**config.mk**
```make
export PLATFORM = sky130hd
export DESIGN_NAME = sequence_checker_16bit
export DESIGN_NICKNAME = d
export VERILOG_FILES = /design/src/rtl/sequence_checker_16bit.sv
export SDC_FILE = /design/constraint.sdc
export NUM_CORES = 1
export LEC_CHECK = 0
export ABC_AREA = 1
export CAP_MARGIN = 5
export CORE_UTILIZATION = 43
export CTS_CLUSTER_SIZE = 20
export DETAILED_ROUTE_END_ITERATION = 16
export PLACE_DENSITY = 0.76
export SLEW_MARGIN = 40
export SYNTH_ARGS = -nofsm -noshare
export SYNTH_HDL_FRONTEND = slang
export SYNTH_SLANG_ARGS = --single-unit
export TNS_END_PERCENT = 50
```
**constraint.sdc**
```tcl
create_clock -name clk -period 1.25 [get_ports clk]
set_input_delay 0.375 -clock clk [delete_from_list [all_inputs] [get_ports clk]]
set_output_delay 0.375 -clock clk [all_outputs]
set_load 0.05 [all_outputs]
```
**src/rtl/sequence_checker_16bit.sv**
```systemverilog
// sequence_checker_16bit
//
// Watches the low byte of an external incrementing counter and reports
// whether the checker has locked onto it and how many sequence errors
// it has seen while locked.
//
// Ports
//   clk           single clock, all state updates on the rising edge
//   io_in[0]      rst : synchronous, active-high, used without a register stage
//   io_in[1]      en  : sample strobe
//   io_in[9:2]    data: observed counter byte
//   io_in[15:10]  ignored
//   io_out[9:0]   constant 0
//   io_out[10]    locked
//   io_out[11]    err_sticky
//   io_out[15:12] err_cnt (saturating)
//   io_oeb        constant 16'h03FF (pins 9..0 inputs, 15..10 outputs)
//
// Latency: a sample presented on io_in at edge N is captured into
// en_q/data_q at N, acted on by the checker at N+1, and shows up on
// io_out after the output register at N+2.

module sequence_checker_16bit (
  input  logic        clk,
  input  logic [15:0] io_in,
  output logic [15:0] io_out,
  output logic [15:0] io_oeb
);

  typedef enum logic [1:0] {
    UNLOCKED = 2'd0,
    LOCKING  = 2'd1,
    LOCKED   = 2'd2
  } state_t;

  // Pin decode
  logic       rst;
  logic       en;
  logic [7:0] data;
  logic       unused_pins;

  assign rst         = io_in[0];
  assign en          = io_in[1];
  assign data        = io_in[9:2];
  assign unused_pins = ^io_in[15:10];

  // Input stage
  logic       en_q;
  logic [7:0] data_q;

  // Checker state
  state_t     state,      state_d;
  logic [7:0] expected,   expected_d;
  logic [1:0] match_cnt,  match_cnt_d;
  logic       miss_cnt,   miss_cnt_d;
  logic       err_sticky, err_sticky_d;
  logic [3:0] err_cnt,    err_cnt_d;

  // Output register and its comb source
  logic       locked_o,   locked_o_d;
  logic       sticky_o,   sticky_o_d;
  logic [3:0] cnt_o,      cnt_o_d;

  logic       match;
  assign match = (data_q == expected);

  // ---------------------------------------------------------------------
  // Process 1: state register (input stage, checker, output stage)
  // ---------------------------------------------------------------------
  // NOTE: sequential state uses non-blocking assignments so every register
  // samples the pre-edge values, independent of statement order.
  always_ff @(posedge clk) begin
    if (rst) begin
      en_q       <= 1'b0;
      data_q     <= 8'h00;
      state      <= UNLOCKED;
      expected   <= 8'h00;
      match_cnt  <= 2'd0;
      miss_cnt   <= 1'b0;
      err_sticky <= 1'b0;
      err_cnt    <= 4'h0;
      locked_o   <= 1'b0;
      sticky_o   <= 1'b0;
      cnt_o      <= 4'h0;
    end else begin
      en_q       <= en;
      data_q     <= data;
      state      <= state_d;
      expected   <= expected_d;
      match_cnt  <= match_cnt_d;
      miss_cnt   <= miss_cnt_d;
      err_sticky <= err_sticky_d;
      err_cnt    <= err_cnt_d;
      locked_o   <= locked_o_d;
      sticky_o   <= sticky_o_d;
      cnt_o      <= cnt_o_d;
    end
  end

  // ---------------------------------------------------------------------
  // Process 2: next-state logic
  // ---------------------------------------------------------------------
  // NOTE: every output of this block is given its hold value first, so no
  // path through the case statement can leave one unassigned (no latches).
  always_comb begin
    state_d      = state;
    expected_d   = expected;
    match_cnt_d  = match_cnt;
    miss_cnt_d   = miss_cnt;
    err_sticky_d = err_sticky;
    err_cnt_d    = err_cnt;

    if (en_q) begin
      // Always resync to the observed value, whatever the state.
      expected_d = data_q + 8'd1;

      unique case (state)
        UNLOCKED: begin
          state_d     = LOCKING;
          match_cnt_d = 2'd0;
        end

        LOCKING: begin
          if (!match) begin
            match_cnt_d = 2'd0;
          end else if (match_cnt == 2'd2) begin
            // Third consecutive match after the capture sample.
            state_d     = LOCKED;
            match_cnt_d = 2'd0;
          end else begin
            match_cnt_d = match_cnt + 2'd1;
          end
        end

        LOCKED: begin
          if (match) begin
            miss_cnt_d = 1'b0;
          end else begin
            err_sticky_d = 1'b1;
            if (err_cnt != 4'hF) begin
              err_cnt_d = err_cnt + 4'd1;
            end
            if (miss_cnt) begin
              // Second mismatch in a row: lock is lost.
              state_d    = UNLOCKED;
              miss_cnt_d = 1'b0;
            end else begin
              miss_cnt_d = 1'b1;
            end
          end
        end

        default: begin
          state_d = UNLOCKED;
        end
      endcase
    end
  end

  // ---------------------------------------------------------------------
  // Process 3: output logic (feeds the output register)
  // ---------------------------------------------------------------------
  always_comb begin
    locked_o_d = (state == LOCKED);
    sticky_o_d = err_sticky;
    cnt_o_d    = err_cnt;
  end

  assign io_out = {cnt_o, sticky_o, locked_o, 10'b0};
  assign io_oeb = 16'h03FF;

endmodule
```
==> metrics.yaml <==
logic_synthesis:
  synth-edff-count: 0
  synthArstFlopShare_pct: 0
  synthCells: 242
  yosys.area.top_type: "dfxtp_1"
  synth_area_leaders: "dfxtp_1 (38%), buf_4 (12%), inv_1 (9.0%), nand2_1 (8.2%), nor2_1 (5.4%)"
  ys_warn_count: 0
  synth_top_cell_area_share_pct: 37.82
  synth_ff_type: "dfxtp_1"
  ys_seq_area_share_pct: 37.82
  ys_types: 29
  avgSynthCellArea_um2: 7.218
  synthesis.area_um2: 1747
  ys_ff_latch: 33
place:
  post-place-ws_ns: -0.1656
  dpl_cell_area_um2: 2043
  gp_congestion: 0.7872
  hpwlAfterDp_um: 2180
  port_buffers: 16
  place_inst: 318
route:
  vias: 1416
  final_antenna_net_count: 0
  drtPass1Iterations: 4
  via_per_inst: 4.317
  wl_per_cell_um: 9.905
  drt-total-wl_um: 3249
  drt_iter0_markers: 27
  drc: 0
global_route:
  grt_usage_pct: 16.11
  grt_pass1_wl_um: 5112
  grt_pass1_vias: 1274
  grt_antenna_before_repair: 0
  grt_max_degree: 14
  overflow: 0
sta:
  max_freq_ghz: 0.7419
  hold_viol_final: 0
  setup_viol: 4
  rsz0062_at_grt: "yes"
  fin_ws_ns: -0.09784
  fin_crit_sh_pct: 107.8
  fin_hold_ws_ns: 0.4349
  finalCriticalPeriod_ns: 1.348
  finClkSkew_ns: 0.003370
  setup-tns-final_ns: -0.1822
  drv_slew: 0
finish:
  final_layout_size_suffix_gt1_share_pct: 31.43
  design_area_um2: 2248
  fin_nets: 298
  fill_cells: 317
  layout.cells.non_filler: 328
  fin_util_pct: 59.62
  diodes: 0
  area_growth_pct: 28.73
clock_tree:
  postCtsHoldBufs: 0
  clk_pin_slew_ns: 0.06
  clockRootBuffer: "clkbuf_8"
  clockBufferDepth: 2
  clk_latency_ns: 0.29
  htreeDepth: 2
  numCtsBuffers: 5
  cts_tree: "built"
  cts.sinks: 33
die:
  dieWidth_um: 65.74
  io_pins: 49
  std_cell_rows: 22
  core_um2: 3771
  die_height_um: 65.74
  initial_core_util_pct: 46.32
  dieArea_um2: 4321
critical_path:
  path_class: "flip-flop to flip-flop"
  crit_required_ns: 1.43
  cp.arrival_ns: 1.53
  end_kind: "flip-flop"
  path_max_fanout: 6
  cp-start-kind: "flip-flop"
min_path:
  hold_path.class: "flip-flop to flip-flop"
pwr:
  p_leak_nw: 1.040
  irDropWorstVdd_mv: 0.7604
  p_per_area_nw_per_um2: 1046
  power_mw: 2.353
job:
  drv_cap: 0
status:
  violations: "setup timing"
  outcome: "finished, violations left"
==> path summary, 6_finish.rpt <==
path | from | to | slack [ns] | cells after the start
hold reg to reg | err_sticky | sticky_o | 0.43 | 2
setup / recovery | expected[5] | state[1] | -0.1 | 10
hold / removal | err_sticky | sticky_o | 0.43 | 2
setup reg to reg | expected[5] | state[1] | -0.1 | 10
==> critical path, stage by stage (launching register included) <==
cell and delay [ns]:
dfxtp_2 0.33, inv_2 0.05, nand2_1 0.06, nand2_1 0.08
nand3_2 0.08, nor2_4 0.13, nand2_4 0.10, nand2_2 0.09
nand3_2 0.08, o21bai_1 0.18, nor2_1 0.07
==> final cells by class <==
type	instances	area, µm²	area share (%)
clock buffers	8	80.08	3.561
well taps	48	60.06	2.671
multi-input cells	153	848.3	37.73
repair buffers	39	400.4	17.81
flip-flops and latches	33	683.2	30.38
inverters	47	176.4	7.846
==> report_power, final <==
group,internal (mW),switching (mW)
Clock,0.395,0.356
Sequential,1.09,0.0301
Combinational,0.149,0.333
Total,1.63,0.718
==> cells in the final DEF, fill, tap and decap left out, drive strengths merged, types with 2 or more instances in the layout <==
cell / instances
clkdlybuf4s50: 10
xor2: 7
nor2: 27
ha: 2
conb: 26
nor3: 4
a21oi: 17
o21ai: 14
nand4: 2
nand2: 42
clkbuf: 8
buf: 29
dfxtp: 33
inv: 47
nand3: 8
==> sequential cells by signal, indices dropped and copies added, names as in the netlist <==
name and cells:
locked_o 1, match_cnt 2, cnt_o 4, expected 8, miss_cnt 1, data_q 8, state 2, cnt_o_d 4
sticky_o 1, en_q 1, err_sticky 1
==> cells in the mapped netlist, drive strengths merged, types with 2 or more instances <==
master	instances
inv	47
nand2	42
dfxtp	33
buf	30
nor2	27
a21oi	17
o21ai	14
nand3	8
xor2	7
nor3	4
clkbuf	3
conb	2
ha	2
nand4	2
==> routing by layer <==
metal | part of all wire [%] | wire length, µm | global-route usage [%] | up-vias
met1 | 41 | 1344 | 16.12 | 631
met5 | 0 | 0 | 0 | -
li1 | - | - | - | 750
met2 | 53 | 1732 | 28.70 | 28
met3 | 3.5 | 114 | 5.208 | 7
met4 | 1.8 | 57 | 9.511 | 0
==> repair_timing <==
action	4_1_cts	5_1_grt
endpoints found under the setup margin	11	12
pin swaps	3	16
gates resized for setup	16	28
cloned	0	0
setup buffers	2	0
endpoints found under the hold margin	0	0
==> kinds of logic (layout without fill, tap and decap cells) <==
family	Yosys count	after routing	share of synthesized area, %
buf+inv	80	94	23.35
flops	33	33	37.82
xor+xnor	8	8	4.012
other cells	2	26	0.4300
fa+ha+maj	2	2	1.432
compound gates	34	34	10.67
simple gates	83	83	22.28
(Power assumes the default switching activity.)
